==> src/rtl/esquema_final.sv <==
// esquema_final: single-account ATM teller controller (login, timed session, deposit/withdraw).
// Ports:
//   clk, reset               clock, asynchronous active-high reset
//   ENABLE                   global enable; 0 freezes all state
//   PIN0..PIN3, COD0..COD4   PIN and account code (bit 0 is LSB)
//   Seleciona                confirm key, acts on rising edge
//   SelecionaOpcoes          0 = deposit, 1 = withdraw
//   VAL1..VAL4, Cin          transaction amount (VAL1 LSB) plus carry-in
//   Cout                     1 = last transaction rejected (overflow/borrow)
//   SALDOecra1..4            balance display (session only)
//   VALecra1..4              registered amount display (session only)
//   Tempo                    remaining session cycles
module esquema_final #(
    parameter logic [4:0] ACC_COD    = 5'b10000,
    parameter logic [3:0] ACC_PIN    = 4'b1001,
    parameter logic [4:0] CANCEL_COD = 5'b11111,
    parameter logic [3:0] INIT_BAL   = 4'd10,
    parameter logic [8:0] TIMEOUT    = 9'd300,
    parameter int         MAX_FAILS  = 3
) (
    input  logic       clk,
    input  logic       reset,
    input  logic       ENABLE,
    input  logic       PIN0, PIN1, PIN2, PIN3,
    input  logic       COD0, COD1, COD2, COD3, COD4,
    input  logic       Seleciona,
    input  logic       SelecionaOpcoes,
    input  logic       VAL1, VAL2, VAL3, VAL4,
    input  logic       Cin,
    output logic       Cout,
    output logic       SALDOecra1, SALDOecra2, SALDOecra3, SALDOecra4,
    output logic       VALecra1, VALecra2, VALecra3, VALecra4,
    output logic [8:0] Tempo
);
    typedef enum logic [1:0] {IDLE, SESSION, LOCKED} state_t;

    localparam logic [1:0] LAST_FAIL = 2'(MAX_FAILS - 1);

    state_t     r_state, w_state_n;
    logic [3:0] r_bal, w_bal_n;
    logic [1:0] r_fails, w_fails_n;
    logic [8:0] r_tempo, w_tempo_n;
    logic       r_cout, w_cout_n;
    logic       r_sel_q;
    logic [3:0] r_val;

    logic [4:0] w_cod;
    logic [3:0] w_pin, w_val, w_saldo, w_valecra;
    logic [4:0] w_amt, w_sum;
    logic       w_edge;

    assign w_cod  = {COD4, COD3, COD2, COD1, COD0};
    assign w_pin  = {PIN3, PIN2, PIN1, PIN0};
    assign w_val  = {VAL4, VAL3, VAL2, VAL1};
    assign w_amt  = {1'b0, w_val} + {4'b0, Cin};
    assign w_sum  = {1'b0, r_bal} + w_amt;
    assign w_edge = Seleciona & ~r_sel_q;

    always_comb begin
        w_state_n = r_state;
        w_bal_n   = r_bal;
        w_fails_n = r_fails;
        w_tempo_n = r_tempo;
        w_cout_n  = r_cout;
        case (r_state)
            IDLE: if (w_edge) begin
                if (w_cod == ACC_COD && w_pin == ACC_PIN) begin
                    w_state_n = SESSION;
                    w_tempo_n = TIMEOUT;
                    w_fails_n = 2'd0;
                    w_cout_n  = 1'b0;
                end else begin
                    w_fails_n = r_fails + 2'd1;
                    // lockout shows reset-valued outputs, so the flag is cleared too
                    if (r_fails == LAST_FAIL) begin
                        w_state_n = LOCKED;
                        w_cout_n  = 1'b0;
                    end
                end
            end
            SESSION: begin
                if (w_edge && w_cod == CANCEL_COD) begin
                    w_state_n = IDLE;
                    w_tempo_n = 9'd0;
                end else if (w_edge) begin
                    w_tempo_n = TIMEOUT;
                    if (!SelecionaOpcoes) begin
                        w_cout_n = w_sum > 5'd15;
                        w_bal_n  = w_sum > 5'd15 ? r_bal : w_sum[3:0];
                    end else begin
                        w_cout_n = w_amt > {1'b0, r_bal};
                        w_bal_n  = w_amt > {1'b0, r_bal} ? r_bal : r_bal - w_amt[3:0];
                    end
                end else if (r_tempo == 9'd1) begin
                    w_state_n = IDLE;
                    w_tempo_n = 9'd0;
                end else begin
                    w_tempo_n = r_tempo - 9'd1;
                end
            end
            default: ;
        endcase
    end

    always_ff @(posedge clk or posedge reset) begin
        if (reset) begin
            r_state <= IDLE;
            r_bal   <= INIT_BAL;
            r_fails <= 2'd0;
            r_tempo <= 9'd0;
            r_cout  <= 1'b0;
            r_sel_q <= 1'b0;
            r_val   <= 4'd0;
        end else if (ENABLE) begin
            r_state <= w_state_n;
            r_bal   <= w_bal_n;
            r_fails <= w_fails_n;
            r_tempo <= w_tempo_n;
            r_cout  <= w_cout_n;
            r_sel_q <= Seleciona;
            r_val   <= w_val;
        end
    end

    assign w_saldo   = r_state == SESSION ? r_bal : 4'd0;
    assign w_valecra = r_state == SESSION ? r_val : 4'd0;
    assign {SALDOecra4, SALDOecra3, SALDOecra2, SALDOecra1} = w_saldo;
    assign {VALecra4, VALecra3, VALecra2, VALecra1}         = w_valecra;
    assign Cout  = r_cout;
    assign Tempo = r_tempo;
endmodule

==> config.mk <==
export PLATFORM = sky130hd
export DESIGN_NAME = esquema_final
export DESIGN_NICKNAME = d
export VERILOG_FILES = /design/src/rtl/esquema_final.sv
export SDC_FILE = /design/constraint.sdc
export NUM_CORES = 1
export LEC_CHECK = 0
export ABC_CLOCK_PERIOD_IN_PS = 2900
export CAP_MARGIN = 20
export CORE_MARGIN = 2
export CORE_UTILIZATION = 51
export DETAILED_ROUTE_END_ITERATION = 10
export GPL_ROUTABILITY_DRIVEN = 0
export HOLD_SLACK_MARGIN = 0.06
export PLACE_DENSITY = 0.8
export SYNTH_ARGS = -nofsm -noshare
export SYNTH_HDL_FRONTEND = slang
export SYNTH_SLANG_ARGS = --single-unit
==> constraint.sdc <==
create_clock -name clk -period 2.9 [get_ports clk]
set_clock_uncertainty 0.1 [all_clocks]
set_input_delay 0.725 -clock clk [delete_from_list [all_inputs] [get_ports clk]]
set_output_delay 0.725 -clock clk [all_outputs]
set_load 0.1 [all_outputs]
Word level (Yosys, flattened, before mapping)
Index checks and enable logic that the tools add are counted.
Word-level totals
  flip-flop bits (word level): 23
  bits in latches: 0
  bits in writable memories: 0
  ROM bits: 0
  output and inout port bits: 18
  logic and storage cells: 67
  memories: 0
Cells by class
  $add $sub $neg: 5
  multipliers: 0
  div/mod/pow operators: 0
  magnitude comparators: 2
  equality and inequality tests: 15
  shift operators: 0
  mux-type cells: 26
  bitwise gates (word level): 3
  reduce and logical (&&, ||, !) cells: 9
Operators by type and width (number)
  9-bit two-way mux: 5
  4-bit two-way mux: 5
  9-bit case mux with 2 select lines: 1
  6-bit AND reduction: 3
  2-bit two-way mux: 7
  2-bit inequality test (second input constant): 6
  5-bit equality test (second input constant): 2
  9-bit by 1-bit equality test with 1-bit output (second input constant): 1
  3-bit inequality test (second input constant): 3
  9-bit by 1-bit subtractor with 9-bit output (second input constant): 1
  1-bit two-way mux: 6
  4-bit by 1-bit adder with 5-bit output: 1
  4-bit by 5-bit adder with 5-bit output: 1
  5-bit by 4-bit greater-than comparator with 1-bit output: 1
  5-bit by 4-bit greater-than comparator with 1-bit output (second input constant): 1
  4-bit equality test (second input constant): 1
  2-bit case mux with 2 select lines: 1
  4-bit AND reduction: 1
  4-bit subtractor: 1
  3-bit AND reduction: 1
  2-bit by 1-bit adder with 2-bit output (second input constant): 1
  2-bit by 1-bit equality test with 1-bit output (second input constant): 1
  2-bit equality test (second input constant): 1
  1-bit logical AND: 2
  5 further kinds: 6

Depth between registers and ports, before layout
Gate-level depths: netlist of the first run.
  word-level depth: 7
  mapped depth: 10
  mapped depth without buffers: 10

Worst setup path after synthesis of the first run
Ideal clock, no wire load.
  path kind: input to register
  start point: input VAL1
  end point: register r_cout, in the netlist Cout
  data arrival time: 2.794 ns
  setup slack: -0.117 ns
  cell stages on the path: 8
  buffers on the path: 0
  cells stage by stage: ha_1 ha_1 inv_1 fa_1 or3_1 a211oi_1 nor2_1 a32o_1
On the way
  cells in the longest elaborated chain, start to end: 7
Ends and longest elaborated chain
  start, declared: RTL line 28  | input logic VAL1, VAL2, VAL3, VAL4,
  4-bit by 1-bit adder with 5-bit output *: RTL line 55  | assign w_amt = {1'b0, w_val} + {4'b0, Cin};
  4-bit by 5-bit adder with 5-bit output: RTL line 56  | assign w_sum = {1'b0, r_bal} + w_amt;
  5-bit by 4-bit greater-than comparator with 1-bit output: RTL line 88  | w_cout_n = w_sum > 5'd15;
  1-bit two-way mux *: RTL line 87  | if (!SelecionaOpcoes) begin
  1-bit two-way mux *: RTL line 85  | end else if (w_edge) begin
  1-bit two-way mux *: RTL line 82  | if (w_edge && w_cod == CANCEL_COD) begin
  1-bit case mux with 2 select lines *: RTL line 65  | case (r_state)
  end signal, assigned: RTL line 119  | r_cout <= w_cout_n;
  end, declared: RTL line 43  | logic r_cout, w_cout_n;
Mark *: on every way between the ends. The rest lies on a longest branch, timed or not. The select of a mux whose other input is x is not followed.
A chain may end at the register's enable or synchronous reset.

Worst setup path in the final report of the first run
  start point: input Cin
  end point: register r_bal[2]
On the way
  cells in the longest elaborated chain, start to end: 5
Ends and longest elaborated chain
  start, declared: RTL line 29  | input logic Cin,
  4-bit by 1-bit adder with 5-bit output *: RTL line 55
  4-bit by 5-bit adder with 5-bit output: RTL line 56
  5-bit by 4-bit greater-than comparator with 1-bit output: RTL line 89  | w_bal_n = w_sum > 5'd15 ? r_bal : w_sum[3:0];
  2-bit inequality test (no line)
  6-bit AND reduction (no line)
  end signal, assigned: RTL line 116  | r_bal <= w_bal_n;
  end, declared: RTL line 40  | logic [3:0] r_bal, w_bal_n;
Marked as above.

==> results by group, run 1 <==
Route
  – Ratio of routed vias to standard cells: 5.51
  – Via count: 1564
  – Routed wire length: 4.39 mm
  – Wire length per cell: 15.5 microns
  – Count of TritonRoute iterations in the first routing pass: 4
  – Detailed Route Iter0 Violations: 82
  – Routed Antenna Nets: 0
  – Drt drc: 0

Die
  – Placeable core region: 0.00334 sq mm
  – Die width: 63.1 microns
  – I/O pin count: 37
  – Placement row count: 21
  – Overall die area: 0.00398 sq mm
  – Vertical extent of the die: 63.1 microns
  – Effective utilization at floorplan: 53.4%

Logic synthesis
  – Fraction of synthesized cell area taken by the top area cell type: 29.5%
  – Commonest cells in the synthesized netlist: dfrtp_1, ha_1, inv_1
  – Largest area contributor in the netlist: dfrtp_1
  – Gate count after technology mapping: 189
  – Yosys reg bits: 23
  – Synth Cell Area: 0.00178 sq mm
  – Count of flip-flops with a built-in enable after synthesis: 0
  – Async set-or-reset flop fraction in the synthesized netlist: 100%
  – Primary FF master, synth: dfrtp_1
  – Post-Syn Nets: 227
  – Avg Inst Size Synth: 9.43 sq um
  – Dominant cell by count in the synthesized netlist: dfrtp_1
  – Library cells used by synthesis: 47
  – Proportion of synthesized chip area in sequential cells: 32.4%
  – Number of synthesis warnings: 0
  – Ranking of synthesized cells by area: dfrtp_1, ha_1, mux2_2

Layout
  – Number of nets in the final layout: 277
  – Fraction of final layout cells sized beyond drive strength 1: 28.6%
  – Ant. Diodes: 0
  – Finished Layout Cells: 284
  – Number of filler cells placed in the layout: 249
  – Area Growth Syn to Fin: 39.3%
  – Register cell area after layout: 578 sq um
  – Area of the multi-input gates: 0.00122 sq mm

Pwr
  – Leak Pwr: 1.18 nW
  – Maximum VDD drop: 277 uV
  – Switching Fraction: 43.9%
  – Cell internal pwr: 631 uW
  – Power density of the placed cells: 453 mW/mm^2
  – Net switching power of the design: 494 uW
  – Combinational share of power: 50.6%
  – Fraction of power consumed by the clock network: 13.2%
  – Overall power of the completed layout: 1.12 mW
  – Share of power burned in registers: 36.2%

STA
  – Total negative slack: 0 ns
  – Unrepaired setup endpoints after global routing: no
  – Maximum operating frequency: 0.353 GHz
  – Post-route worst setup slack: 0.0699 ns
  – # setup viols final: 0
  – Period utilization: 97.6%
  – Min cycle time layout: 2.83 ns
  – Hold Violations, Final: 0
  – Normalized max-slew margin: 62.8%
  – Worst-case hold slack: 0.400 ns
  – Pin slew with the least headroom to its limit: 0.553 ns
  – Max-slew violation count: 0

Placed design
  – Setup Slack @ Placement: -0.627 ns
  – Number of cells after detailed placement: 280
  – DPL Wire Length: 3.38 mm
  – IO Port Bufs: 36

Setup path
  – Cell family with most CP delay: compound AO/OA/AOI/OAI gates
  – CP bufs+invs: 2
  – Critical Setup Path Class: primary input to register
  – Largest driver fanout on the critical path: 4
  – Arrival time at the worst endpoint: 2.91 ns
  – Startpoint type of the worst setup path: primary input
  – Element type at the critical path end: register
  – R2r worst-path depth: 6
  – Top cell by count, worst path: ha_4
  – Worst reg2reg startpoint: r_bal[1]
  – Worst r2r dst: r_bal[2]
  – Worst Setup EP: r_bal[2]
  – Worst path required time: 2.98 ns
  – Critical path launch point: Cin
  – Cells traversed along the worst timing path: dlygate4sd2_1, ha_4, ha_4, buf_4, ha_1, and3b_1, a2111oi_4, o21a_1, o31ai_4, mux2i_1
  – Critical-path top delay cell: a2111oi_4
  – Number of stages on the worst setup path: 10
  – Worst-case register-to-register setup slack: 0.45 ns
  – Biggest cell delay along the critical path: 0.37 ns

Clock network
  – Maximum count of clock buffers along a single path: 2
  – Clock tree from TritonCTS: done
  – CTS HTree Levels: 1
  – Clock Root Buffer: clkbuf_4
  – Clk Latency, worst-skew pair: 0.31 ns
  – Count of hold-fix buffers inserted at cts: 0
  – Clock transition time at the flip-flop clock pins of the worst setup and hold paths: 0.11 ns
  – CTS sink count: 23
  – Number of buffers created by CTS: 3

GRT
  – Pin count of the biggest net entering global routing: 24
  – Residual overflow from global routing: 0
  – Number of antenna violations at the first check in global routing: 0
  – GRT Util Overall: 22.7%
  – First-pass GRT wire length: 7.25 mm
  – Number of global-route vias before repair: 1612

Flow run
  – Number of maximum-capacitance constraint violations: 0

Outcome
  – Result of the run: finished clean

Worst hold path
  – Class of the tightest hold or removal check: register to register
-- state kept, by name (all words and copies together), names as in the netlist --
register	flops
r_fails	2
r_state	2
r_sel_q	1
Tempo	9
r_bal	4
Cout	1
r_val	4
-- layout by cell type (no fill, tap or decap), types with 5 or more instances in the layout --
| master | instances |
|---|---|
| a21oi_1 | 6 |
| and2_1 | 10 |
| buf_12 | 8 |
| buf_4 | 27 |
| clkdlybuf4s50_1 | 14 |
| dfrtp_1 | 21 |
| ha_1 | 13 |
| inv_1 | 13 |
| mux2_2 | 7 |
| mux2i_1 | 6 |
| nand2_1 | 8 |
| nor2_1 | 13 |
| nor2b_1 | 5 |
| nor3_1 | 6 |
| o21ai_0 | 12 |
-- layout make-up --
cell class | instances | share of cell area (%)
Sequential cell | 23 | 23.3
Clock buffer | 4 | 1.06
Inverter | 15 | 2.27
Timing Repair Buffer | 53 | 21.7
Multi-Input combinational cell | 143 | 49.3
Tap cell | 46 | 2.32
-- worst register-to-register path: stages (launching register included) --
cell	delay [ns]
dfstp_2	0.61
inv_1	0.11
fa_2	0.40
or3_4	0.34
and4b_2	0.26
o31ai_4	0.32
mux2i_1	0.24
-- per-stage QoR --
stage          cell area [sq um]  util (%)
2_1_floorplan               1830         -
3_3_place_gp                2390      71.5
3_5_place_dp                2390      71.5
4_1_cts                     2460      73.7
5_1_grt                     2480      74.4
6_report                    2480      74.4
-- power groups by stage --
stage	combinational (mW)	sequential, mW	clock (mW)
finish	0.569	0.407	0.148
global route	0.608	0.414	0.168
CTS	0.560	0.406	0.151
detailed placement	0.552	0.412	0
global placement	0.535	0.408	0
floorplan	0.296	0.516	0
-- worst min-delay path by stage --
stage | start | endpoint | slack (ns) | cells after the start
2_1_floorplan | r_state[1] | r_state[1] | 0.35 | 1
3_3_place_gp | r_fails[1] | r_fails[1] | 0.37 | 2
3_5_place_dp | r_fails[1] | r_fails[1] | 0.38 | 2
4_1_cts | r_fails[1] | r_fails[1] | 0.41 | 2
5_1_grt | r_fails[1] | r_fails[1] | 0.43 | 2
6_report | r_fails[1] | r_fails[1] | 0.40 | 2
-- cell families after synthesis --
group / count (synthesis) / synth area share [%]
compound gates: 41 / 17.5
fa+ha+maj: 19 / 14.2
xor+xnor: 4 / 1.97
mux: 13 / 7.80
flops: 23 / 32.4
buf+inv: 23 / 5.27
simple gates: 66 / 20.9
-- metal layers --
metal	share of wire [%]	GRT usage, %
met1	43	26.5
met2	52	42.2
met3	4.4	5.54
met4	0.32	4.17
met5	0	0
-- repair_timing --
item,4_1_cts,5_1_grt
buffers inserted,0,0
endpoints found under the setup margin,5,4
gates resized for setup,10,8
hold endpoints to repair,0,0
pin swaps,2,3
(Power assumes the default switching activity.)
==> run 2, diff against run 1 <==
- ABC_CLOCK_PERIOD_IN_PS: 2900 -> 3100
- clock period: 2.9 -> 3.1 ns (I/O delays scaled with it)
==> run 2 against run 1 <==
- setup slack better by 0.0076 ns
- critical endpoint is now r_bal[0]
- register-to-register slack better by 0.06 ns
- die area unchanged
- largest cell class unchanged
- critical path depth down 1
- sequential share of layout area up 1.6 points
- non-clock buffer count down 2
- cell area down 6.5%
- flip-flop and latch count unchanged
- combinational power down 11%
==> results by group, run 2 (synthesis results as in run 1) <==
Outcome
  – Result of the run: finished clean (unchanged)

Pwr
  – Share of power burned in registers: 36.8% (was 36.2%)
  – Fraction of power consumed by the clock network: 14.3% (was 13.2%)
  – Maximum VDD drop: 409 uV (was 277 uV)
  – Leak Pwr: 1.16 nW (was 1.18 nW)
  – Cell internal pwr: 573 uW (was 631 uW)
  – Overall power of the completed layout: 1.04 mW (was 1.12 mW)
  – Combinational share of power: 49.0% (was 50.6%)
  – Net switching power of the design: 462 uW (was 494 uW)
  – Power density of the placed cells: 446 mW/mm^2 (was 453 mW/mm^2)
  – Switching Fraction: 44.6% (was 43.9%)

GRT
  – First-pass GRT wire length: 7.02 mm (was 7.25 mm)
  – Number of antenna violations at the first check in global routing: 0 (unchanged)
  – Pin count of the biggest net entering global routing: 24 (unchanged)
  – GRT Util Overall: 22.4% (was 22.7%)
  – Number of global-route vias before repair: 1551 (was 1612)
  – Residual overflow from global routing: 0 (unchanged)

Layout
  – Number of nets in the final layout: 275 (was 277)
  – Area of all placed cells without fillers: 0.00232 sq mm (was 0.00248 sq mm)
  – Max reg flops: 9 (unchanged)
  – Leading cell type in the layout, fill and taps excluded: buf_4 (unchanged)
  – Ant. Diodes: 0 (unchanged)
  – Fraction of final layout cells sized beyond drive strength 1: 25.8% (was 28.6%)
  – Area Growth Syn to Fin: 30.3% (was 39.3%)
  – Highest-count cells in the layout ignoring fill and taps: buf_4, dfrtp_1, inv_1, clkdlybuf4s50_1 (was buf_4, dfrtp_1, clkdlybuf4s50_1)

Die
  – Placement row count: 21 (unchanged)
  – I/O pin count: 37 (unchanged)
  – Vertical extent of the die: 63.1 microns (unchanged)
  – Overall die area: 0.00398 sq mm (unchanged)
  – Effective utilization at floorplan: 53.4% (unchanged)
  – Placeable core region: 0.00334 sq mm (unchanged)
  – Die width: 63.1 microns (unchanged)

Placed design
  – Cell area after placement: 0.00223 sq mm (was 0.00239 sq mm)
  – DPL Wire Length: 3.24 mm (was 3.38 mm)
  – IO Port Bufs: 36 (unchanged)

STA
  – Hold Violations, Final: 0 (unchanged)
  – Normalized max-slew margin: 63.9% (was 62.8%)
  – Max-slew violation count: 0 (unchanged)
  – Period utilization: 97.5%
  – # setup viols final: 0 (unchanged)
  – Worst-case hold slack: 0.418 ns (was 0.400 ns)
  – Min cycle time layout: 3.02 ns
  – Unrepaired setup endpoints after global routing: no (unchanged)
  – Pin slew with the least headroom to its limit: 0.537 ns (was 0.553 ns)
  – Maximum operating frequency: 0.331 GHz

Clock network
  – Clock tree from TritonCTS: done (unchanged)
  – Clock transition time at the flip-flop clock pins of the worst setup and hold paths: 0.15 ns (was 0.11 ns)
  – Clock Root Buffer: clkbuf_4 (unchanged)
  – Clk Latency, worst-skew pair: 0.34 ns (was 0.31 ns)
  – CTS sink count: 23 (unchanged)
  – CTS HTree Levels: 1 (unchanged)
  – Maximum count of clock buffers along a single path: 2 (unchanged)
  – Count of hold-fix buffers inserted at cts: 0 (unchanged)
  – Number of buffers created by CTS: 3 (unchanged)

Setup path
  – Startpoint type of the worst setup path: primary input (unchanged)
  – Element type at the critical path end: register (unchanged)
  – Critical Setup Path Class: primary input to register (unchanged)
  – Worst-case register-to-register setup slack: 0.51 ns (was 0.45 ns)
  – Worst path required time: 3.25 ns (was 2.98 ns)
  – Largest driver fanout on the critical path: 4 (unchanged)
  – Worst reg2reg startpoint: r_bal[1] (unchanged)
  – Worst r2r dst: r_bal[0] (was r_bal[2])
  – Arrival time at the worst endpoint: 3.17 ns (was 2.91 ns)
  – R2r worst-path depth: 6 (unchanged)

Route
  – Wire length per cell: 14.6 microns (was 15.5 microns)
  – Ratio of routed vias to standard cells: 5.47 (was 5.51)
  – Count of TritonRoute iterations in the first routing pass: 4 (unchanged)
  – Via count: 1542 (was 1564)
  – Drt drc: 0 (unchanged)
  – Routed wire length: 4.12 mm (was 4.39 mm)
  – Routed Antenna Nets: 0 (unchanged)
  – Detailed Route Iter0 Violations: 31 (was 82)

Worst hold path
  – Worst Min Path Start: r_fails[1] (unchanged)
  – Hold Path Sink: r_fails[1] (unchanged)
  – Class of the tightest hold or removal check: register to register (unchanged)
  – Number of stages on the worst hold path: 2 (unchanged)

Flow run
  – Number of maximum-capacitance constraint violations: 0 (unchanged)
run 2: cell types whose count changed in the layout (fill, tap and decap cells not counted), sizes merged:
cell and change:
dlymetal6s2s +2, clkdlybuf4s15 -1, dlygate4sd2 -1, clkinv +1
clkbuf -1, buf -2
run 2: worst max-delay path by stage:
stage	cells after the start	endpoint	startpoint
finish	9	r_bal[0]	VAL1
detailed placement	9	r_bal[3]	VAL1
global placement	9	r_bal[3]	VAL1
global route	9	r_bal[3]	VAL1
CTS	8	r_bal[0]	VAL2
floorplan	8	Cout	VAL1
run 2: power by group through the flow:
stage          clock network (mW)  logic, mW  registers, mW
2_1_floorplan                   0      0.268          0.482
3_3_place_gp                    0      0.482          0.382
3_5_place_dp                    0      0.496          0.388
4_1_cts                     0.146      0.504          0.381
5_1_grt                     0.162      0.550          0.388
6_report                    0.148      0.507          0.381
run 2: final cells by class:
class | instances | area (sq um)
clock inverters | 1 | 5.00
fillers | 260 | 1020
flip-flops and latches | 23 | 578
inverters | 15 | 56.3
well taps | 46 | 57.6
clock buffers | 3 | 22.5
multi-input cells | 143 | 1160
repair buffers | 51 | 443
run 2: stage by stage:
step	utilization [%]	std cells	TNS, ns	setup slack [ns]
4_1_cts	68.9	282	0	0.0257
5_1_grt	69.6	282	0	0.0163
6_report	69.6	282	0	0.0775
3_5_place_dp	67.0	277	-2.36	-0.506
3_3_place_gp	67.0	277	-1.92	-0.404
2_1_floorplan	-	189	0	0.0328
run 2: per-layer routing:
metal / up-vias / routed length (microns) / share of wire [%] / GRT usage (%)
met4: 0 / 89 / 2.2 / 8.89
met1: 739 / 1690 / 41 / 26.7
met3: 10 / 210 / 5.1 / 5.54
met5: - / 0 / 0 / 0
li1: 751 / - / - / -
met2: 42 / 2140 / 52 / 38.7
run 2: repair_timing:
action                     in CTS  in global routing
resized for setup               9                  5
pin swaps                       3                  1
setup endpoints to repair       5                  5
buffers inserted                1                  0
run 2: worst max-delay path: stages:
cell,delay (ns)
dlygate4sd2_1,0.27
ha_4,0.17
ha_4,0.27
inv_2,0.05
fa_2,0.35
or3_1,0.42
and4b_2,0.27
o31ai_4,0.37
mux2i_1,0.22
